## config.mk

```make
export PLATFORM = sky130hd
export DESIGN_NAME = wieg_aandrijving
export DESIGN_NICKNAME = d
export VERILOG_FILES = /design/src/rtl/wieg_aandrijving.sv
export SDC_FILE = /design/constraint.sdc
export NUM_CORES = 1
export LEC_CHECK = 0
export ABC_AREA = 1
export CORE_AREA = 2 2 110 112
export DETAILED_ROUTE_END_ITERATION = 10
export DIE_AREA = 0 0 112 114
export PLACE_DENSITY_LB_ADDON = 0.25
export SETUP_SLACK_MARGIN = 0.15
export SYNTH_ARGS = -nofsm -noshare
export SYNTH_HDL_FRONTEND = slang
export SYNTH_SLANG_ARGS = --single-unit
```

## constraint.sdc

```tcl
create_clock -name clk -period 8.7 [get_ports clk]
set_input_delay 1.305 -clock clk [delete_from_list [all_inputs] [get_ports clk]]
set_output_delay 1.305 -clock clk [all_outputs]
set_load 0.005 [all_outputs]
```

## src/rtl/wieg_aandrijving.sv

```systemverilog
// rtl/wieg_aandrijving.sv - cradle drive: triangular rocking trajectory from A/F codes with error return
module wieg_aandrijving #(
  parameter int TICK_DIV = 1000
) (
  input  logic              clk,
  input  logic              reset,
  input  logic [2:0]        A,
  input  logic [2:0]        F,
  input  logic              err,
  output logic signed [7:0] pos,
  output logic              stap,
  output logic              richting,
  output logic              inMidden,
  output logic              actief
);

  // Divider wide enough for the slowest setting (F = 1 -> 7*TICK_DIV cycles).
  localparam int DW = (7 * TICK_DIV > 1) ? $clog2(7 * TICK_DIV) : 1;

  typedef enum logic [1:0] {
    ST_IDLE   = 2'd0,
    ST_SWING  = 2'd1,
    ST_RETURN = 2'd2
  } state_t;

  state_t            state, state_n;
  logic [DW-1:0]     div, div_n;
  logic [2:0]        act_a, act_a_n;
  logic [2:0]        act_f, act_f_n;
  logic signed [7:0] pos_n;
  logic              stap_n;
  logic              richting_n;

  logic [DW-1:0]     last_cnt;
  logic              step;
  logic signed [7:0] peak;
  logic signed [7:0] neg_peak;
  logic signed [7:0] moved;

  // Step interval and peak derive only from the latched settings, never from live inputs.
  assign last_cnt = DW'(TICK_DIV * (8 - int'(act_f)) - 1);
  assign step     = (div == last_cnt);
  assign peak     = {1'b0, act_a, 4'b0000};
  assign neg_peak = -peak;
  assign moved    = richting ? (pos + 8'sd1) : (pos - 8'sd1);
  assign actief   = (state != ST_IDLE);

  // Next-state and datapath decisions; err outranks the divider in SWING.
  always_comb begin
    state_n    = state;
    div_n      = div;
    act_a_n    = act_a;
    act_f_n    = act_f;
    pos_n      = pos;
    stap_n     = 1'b0;
    richting_n = richting;
    case (state)
      ST_IDLE: begin
        div_n = '0;
        pos_n = 8'sd0;
        if (A != 3'd0 && F != 3'd0 && !err) begin
          act_a_n    = A;
          act_f_n    = F;
          richting_n = 1'b1;
          state_n    = ST_SWING;
        end
      end
      ST_SWING: begin
        if (err) begin
          div_n = '0;
          if (pos != 8'sd0) begin
            richting_n = pos[7];
            state_n    = ST_RETURN;
          end else begin
            state_n = ST_IDLE;
          end
        end else if (step) begin
          div_n  = '0;
          pos_n  = moved;
          stap_n = 1'b1;
          if (moved == peak) begin
            richting_n = 1'b0;
          end else if (moved == neg_peak) begin
            richting_n = 1'b1;
          end
          // Centre crossing is the only point where new settings take effect.
          if (moved == 8'sd0) begin
            act_a_n = A;
            act_f_n = F;
            if (A == 3'd0 || F == 3'd0) begin
              state_n = ST_IDLE;
            end
          end
        end else begin
          div_n = div + 1'b1;
        end
      end
      ST_RETURN: begin
        if (step) begin
          div_n  = '0;
          pos_n  = moved;
          stap_n = 1'b1;
          if (moved == 8'sd0) begin
            state_n = ST_IDLE;
          end
        end else begin
          div_n = div + 1'b1;
        end
      end
      default: begin
        state_n = ST_IDLE;
        div_n   = '0;
        pos_n   = 8'sd0;
      end
    endcase
  end

  // State and datapath registers; inMidden is registered from the same next position as pos.
  always_ff @(posedge clk) begin
    if (!reset) begin
      state    <= ST_IDLE;
      div      <= '0;
      act_a    <= 3'd0;
      act_f    <= 3'd0;
      pos      <= 8'sd0;
      stap     <= 1'b0;
      richting <= 1'b1;
      inMidden <= 1'b1;
    end else begin
      state    <= state_n;
      div      <= div_n;
      act_a    <= act_a_n;
      act_f    <= act_f_n;
      pos      <= pos_n;
      stap     <= stap_n;
      richting <= richting_n;
      inMidden <= (pos_n == 8'sd0);
    end
  end

endmodule

```

==> impl_results.md, run 1 <==
- Status: completed
- Final worst slack: 5.00 ns
- Pre-CTS setup slack: 4.99 ns
- Layout area overhead: 19.5%
- HP Class: register to register
- Global route overflow: 0
- Compound-gate portion of the synthesized area: 6.32%
- IO Count: 21
- Clk slew on worst S/H paths: 0.05 ns
- Worst path max stage delay: 0.60 ns
- Largest family of logic cells by synthesized area: simple AND/OR/NAND/NOR gates
- WL final: 6670 um
- H-tree levels: 2
- Netlist cell types: 37
- WHS Endpoint: div[0]
- Vias post-DR: 2563
- Dpl hpwl: 5400 um
- Fmax: 271 MHz
- Initial antenna violation count: 0
- Mapped cell area: 0.00261 sq mm
- Core footprint: 0.0117 sq mm
- Rows: 40
- Avg Inst Size Synth: 6.31 sq um
- Worst vdd ir: 0.101 mV
- Total CTS buffers: 5
- Clk buf depth: 2
- Vias in the first global route: 2363
- Routed WL per cell: 11.5 um
- Seq/Total Area, Yosys: 24.5%
- Full die area: 0.0128 sq mm
- # resized after CTS: 0
- Worst EP arrival: 3.88 ns
- Total track usage: 10.8%
- Synth Area in XOR/XNOR: 6.70%
- Pwr Density: 300 mW/mm^2
- Flop2flop setup slack: 5.00 ns
- Post-synthesis simple-gate area fraction: 42.9%
- GP Congestion: 0.825
- TritonCTS Sinks: 32
- YS warnings: 0
- Fin Setup TNS: 0 ns
- CTS tree: yes
- CTS Hold Bufs: 0
- RSZ-0062 raised after global routing: no
- Most area-consuming cells after synthesis: dfxtp_1 (25%), nand2_1 (17%), ha_1 (8.6%)
- N_diodes: 0
- Maximum capacitance violations: 0
- Final Setup Violations: 0
- Most common cell after layout, fill and taps aside: nand2_1
- Post-Synth Adder-Cell Area: 9.38%
- Slew Limit Fails: 0
- Worst path most repeated cell: nand2_1
- Syn_nets: 442
- Post-route ant nets: 0
- Crit start category: register
- HP Start: div[0]
- I/O Buffers: 20
- Commonest non-fill, non-tap cells in the layout: nand2_1 (117), inv_1 (55), nor2_1 (47), nand3_1 (45), dfxtp_1 (32)
- Crit-path slowest cell: dfxtp_1
- Setup Fix Bufs, Post-CTS: 0
- Chip Height: 114 um
- Critical Path End Type: register
- Reg2reg path depth: 16
- Pin count of the biggest net entering global routing: 14
- Clock Skews: 0.00694 ns
- Die W: 112 um
- Hold Path Depth: 1
- Worst-path maximum fanout: 13
- Via/cell ratio: 4.40
- Hold Violations, Final: 0
- Synth area leader: dfxtp_1
- Slew Limit Headroom: 62.0%
- Final period utilization: 42.5%
- Iteration count of the initial detailed-routing pass: 4
- Global-route wire length before repair: 11200 um
- Worst path required time: 8.88 ns
- DRT iter0 DRCs: 120
- CTS root buf: clkbuf_16
- Layout cell share with drive strength beyond 1: 5.98%
- Worst R2R End: div[3]
- Slew @ Worst Pin: 0.568 ns
- Leakage: 1.46 nW
- Synth Instances: 414
- Worst r2r src: act_f[0]
- CP cell instances: inv_4, ha_1, ha_1, ha_1, ha_1, nor2_1, nand2_1, nand2_1, nand2_1, inv_1, nand2_1, nand2_1, nand2_2, nand3_4, nand4_1, nor3b_1
- Clk_lat worst skew: 0.27 ns
- FF+latch count, synth: 32
- Nets: 462
- Tmin final: 3.70 ns
- Drt drc: 0
- Post-synth top area share: 24.5%
- Critical path class: register to register
- Initial Util: 22.3%
- Multiplexer share of the synthesized area: 0%
-- kinds of logic (layout without fill, tap and decap cells) --
family	after synthesis	in the layout
buf+inv	67	88
xor+xnor	20	20
compound gates	27	27
fa+ha+maj	19	19
flops	32	32
simple gates	249	249
-- routing by layer --
metal  up-vias  GRT usage, %  share of wire, %
met5         -             0                 0
met4         0          3.50               1.5
met3         6          1.33               2.0
met2        42          18.1                45
met1      1152          14.5                51
li1       1363             -                 -
-- worst max-delay path by stage --
stage | cells past startpoint | end | slack, ns | from
after floorplan | 22 | inMidden | 5.62 | act_f[0]
after global placement | 16 | div[3] | 5.12 | act_f[0]
after detailed placement | 16 | div[3] | 4.99 | act_f[0]
after CTS | 16 | div[3] | 4.95 | act_f[0]
after global routing | 16 | div[2] | 4.63 | act_f[0]
final | 16 | div[3] | 5.00 | act_f[0]
-- per-stage QoR --
stage          cell area, sq um  power, W  cells  util [%]  hold WS (ns)
2_1_floorplan              2610  0.000637    414         -         0.418
3_5_place_dp               2960  0.000741    574      25.3         0.438
5_1_grt                    3120   0.00104    582      26.7         0.472
6_report                   3120  0.000937    582      26.7         0.442
3_3_place_gp               2960  0.000734    574      25.3         0.430
4_1_cts                    3120  0.000945    582      26.7         0.450
-- worst max-delay path, delay by kind of cell, from the launching register on --
kind / cells / cell delay (ns)
flip-flops: 1 / 0.60
buffers and inverters: 2 / 0.13
adder cells (fa/ha/maj): 4 / 1.36
AND/OR/NAND/NOR: 10 / 1.52
-- cell type report --
type	instances	area, sq um
clock buffer	6	129
clock inverter	2	35.0
fill	1333	8590
inverter	60	228
multi-input combinational	315	1710
sequential	32	641
tap	147	184
timing repair buffer	20	200
-- flip-flops by register name, indices dropped and copies added, names as in the netlist --
| signal | flops |
|---|---|
| div | 13 |
| pos | 8 |
| act_a | 3 |
| act_f | 3 |
| state | 2 |
| inMidden | 1 |
| richting | 1 |
| stap | 1 |
-- synth_stat cells (all sizes together) --
| library cell | number |
|---|---|
| clkbuf | 2 |
| xnor2 | 7 |
| nand3 | 47 |
| nand3b | 3 |
| nor2 | 51 |
| or2 | 2 |
| ha | 18 |
| nand4 | 11 |
| nor4 | 3 |
| xor2 | 13 |
| o21ai | 7 |
| o22ai | 1 |
| a21oi | 15 |
| nand2 | 122 |
| o21a | 1 |
| nor3b | 2 |
| nor3 | 8 |
| fa | 1 |
| inv | 60 |
| buf | 5 |
| a211oi | 2 |
| dfxtp | 32 |
| a311o | 1 |
-- power breakdown --
group	leakage, nW	internal, W	switching [W]	total (W)
clock network	0.0808	0.000135	0.0000619	0.000196
logic	1.12	0.000201	0.000352	0.000553
registers	0.259	0.000163	0.0000251	0.000188
Power figures use the tool's default switching activity.
==> run 2, diff against run 1 <==
Clock period 8.7 ns to 3.55 ns, I/O delays scaled along.
==> run 2 against run 1 <==
Against the previous run:
- clock power rose to 2.7 times the previous value
- critical path type unchanged
- register-to-register slack got worse by 4.6 ns
- worst hold slack improved by 0.0065 ns
- power rose to 2.6 times the previous value
- global-route usage barely moved
- non-clock buffer count rose by 3
- sequential power rose by 140%
- combinational power rose to 2.6 times the previous value
- routed wire length rose by 0.68%
- clock skew rose by 0.00079 ns
- cell area rose by 1.8%
==> impl_results.md, run 2 (synthesis results as in run 1) <==
- Tmin final: 3.13 ns (was 3.70 ns)
- Status: completed (unchanged)
- Critical path class: register to register (unchanged)
- Via/cell ratio: 4.35 (was 4.40)
- IO Count: 21 (unchanged)
- Most common cell after layout, fill and taps aside: nand2_1 (unchanged)
- Hold Violations, Final: 0 (unchanged)
- Crit start category: register (unchanged)
- # resized after CTS: 0 (unchanged)
- Drt drc: 0 (unchanged)
- Leading registers by flop count: div: 13 flops, pos: 8 flops (unchanged)
- Worst EP arrival: 3.28 ns (was 3.88 ns)
- I/O Buffers: 20 (unchanged)
- Full die area: 0.0128 sq mm (unchanged)
- Largest Register: div (unchanged)
- Global-route wire length before repair: 11200 um (about the same)
- Vias in the first global route: 2392 (was 2363)
- Total track usage: 10.8% (about the same)
- Leakage: 1.48 nW (was 1.46 nW)
- Slew @ Worst Pin: 0.601 ns (was 0.568 ns)
- Die W: 112 um (unchanged)
- Initial antenna violation count: 0 (unchanged)
- Rows: 40 (unchanged)
- Critical Path End Type: register (unchanged)
- TritonCTS Sinks: 32 (unchanged)
- WL final: 6710 um (was 6670 um)
- CTS Hold Bufs: 0 (unchanged)
- Worst vdd ir: 0.269 mV (was 0.101 mV)
- Global route overflow: 0 (unchanged)
- Crit-path slowest cell: dfxtp_1 (unchanged)
- Total CTS buffers: 5 (unchanged)
- Pwr Density: 753 mW/mm^2 (was 300 mW/mm^2)
- Post-route ant nets: 0 (unchanged)
- CTS tree: yes (unchanged)
- Cell family with most CP delay: simple AND/OR/NAND/NOR gates (unchanged)
- Clk slew on worst S/H paths: 0.06 ns (was 0.05 ns)
- GP Congestion: 0.827 (was 0.825)
- Layout area overhead: 21.7% (was 19.5%)
- H-tree levels: 2 (unchanged)
- Vias post-DR: 2544 (was 2563)
- Fmax: 320 MHz (was 271 MHz)
- CP cell instances: inv_4, ha_2, ha_1, ha_1, ha_4, nor2_1, nand2_1, nand2_1, nand2_1, inv_1, nand2_1, nand2_1, nand2_2, nand3_4, nor2_4, nand3_1, nand2_1, nand2_1, nand2_1, nor2_1, nand2_1, nand2_1 (was inv_4, ha_1, ha_1, ha_1, ha_1, nor2_1, nand2_1, nand2_1, nand2_1, inv_1, nand2_1, nand2_1, nand2_2, nand3_4, nand4_1, nor3b_1)
- Dpl hpwl: 5440 um (was 5400 um)
- Fin Setup TNS: 0 ns (unchanged)
- Clk_lat worst skew: 0.28 ns (was 0.27 ns)
- Chip Height: 114 um (unchanged)
- N_diodes: 0 (unchanged)
- Worst-path maximum fanout: 8 (was 13)
- Slew Limit Headroom: 59.6% (was 62.0%)
- Layout cell share with drive strength beyond 1: 7.31% (was 5.98%)
- Slew Limit Fails: 0 (unchanged)
- Final Setup Violations: 0 (unchanged)
- Core footprint: 0.0117 sq mm (unchanged)
- Commonest non-fill, non-tap cells in the layout: nand2_1 (117), inv_1 (55), nor2_1 (47), nand3_1 (45), dfxtp_1 (32) (unchanged)
- Max FFs per register: 13 (unchanged)
- Pin count of the biggest net entering global routing: 14 (unchanged)
- Maximum capacitance violations: 0 (unchanged)
- Final hold slack: 0.449 ns (was 0.442 ns)
- Clk buf depth: 2 (unchanged)
- DRT iter0 DRCs: 86 (was 120)
- Clock Skews: 0.00773 ns (was 0.00694 ns)
- Setup Fix Bufs, Post-CTS: 0 (unchanged)
- Initial Util: 22.3% (unchanged)
- HP Class: register to register (unchanged)
- Iteration count of the initial detailed-routing pass: 4 (unchanged)
- Worst path most repeated cell: nand2_1 (unchanged)
- Final period utilization: 88.2% (was 42.5%)
- Worst path required time: 3.70 ns (was 8.88 ns)
- Routed WL per cell: 11.5 um (about the same)
- RSZ-0062 raised after global routing: no (unchanged)
- Worst path max stage delay: 0.37 ns (was 0.60 ns)
- Nets: 465 (was 462)
- CTS root buf: clkbuf_16 (unchanged)
- CP Buf/Inv Count: 2 (unchanged)
==> run 2: cell types whose count changed in the layout (fill, tap and decap cells not counted), sizes merged <==
cell and change:
clkbuf +1, buf +3, clkinv -1
==> run 2: worst paths after layout <==
kind	slack [ns]	endpoint	from	cells after the start
worst min register to register	0.45	div[0]	div[0]	1
worst max-delay path	0.42	inMidden	act_f[0]	22
worst max register to register	0.42	inMidden	act_f[0]	22
worst min-delay path	0.45	div[0]	div[0]	1
==> run 2: power breakdown <==
group | leakage (nW) | switching, W | internal [W]
logic | 1.13 | 0.000891 | 0.000534
clock network | 0.0901 | 0.000155 | 0.000369
registers | 0.259 | 0.0000466 | 0.000399
total | 1.48 | 0.00109 | 0.00130
==> run 2: final cells by class <==
cell class	instances	area, sq um
timing repair buffer	23	223
multi-input combinational	315	1720
inverter	60	228
clock inverter	1	30.0
tap	147	184
fill	1327	8530
clock buffer	7	153
sequential	32	641
==> run 2: stage by stage <==
step,utilization [%],area [sq um],power (W),worst slack (ns),instances
2_1_floorplan,-,2610,0.00156,0.471,414
3_3_place_gp,25.5,2980,0.00182,0.338,577
3_5_place_dp,25.5,2980,0.00184,0.268,577
4_1_cts,27.0,3170,0.00239,0.243,585
5_1_grt,27.2,3180,0.00266,0.155,585
6_report,27.2,3180,0.00240,0.420,585
==> run 2: layer usage <==
layer	GRT usage, %	routed length [um]
met5	0	0
met4	3.66	116
met3	1.65	150
met2	18.1	2990
met1	14.4	3450
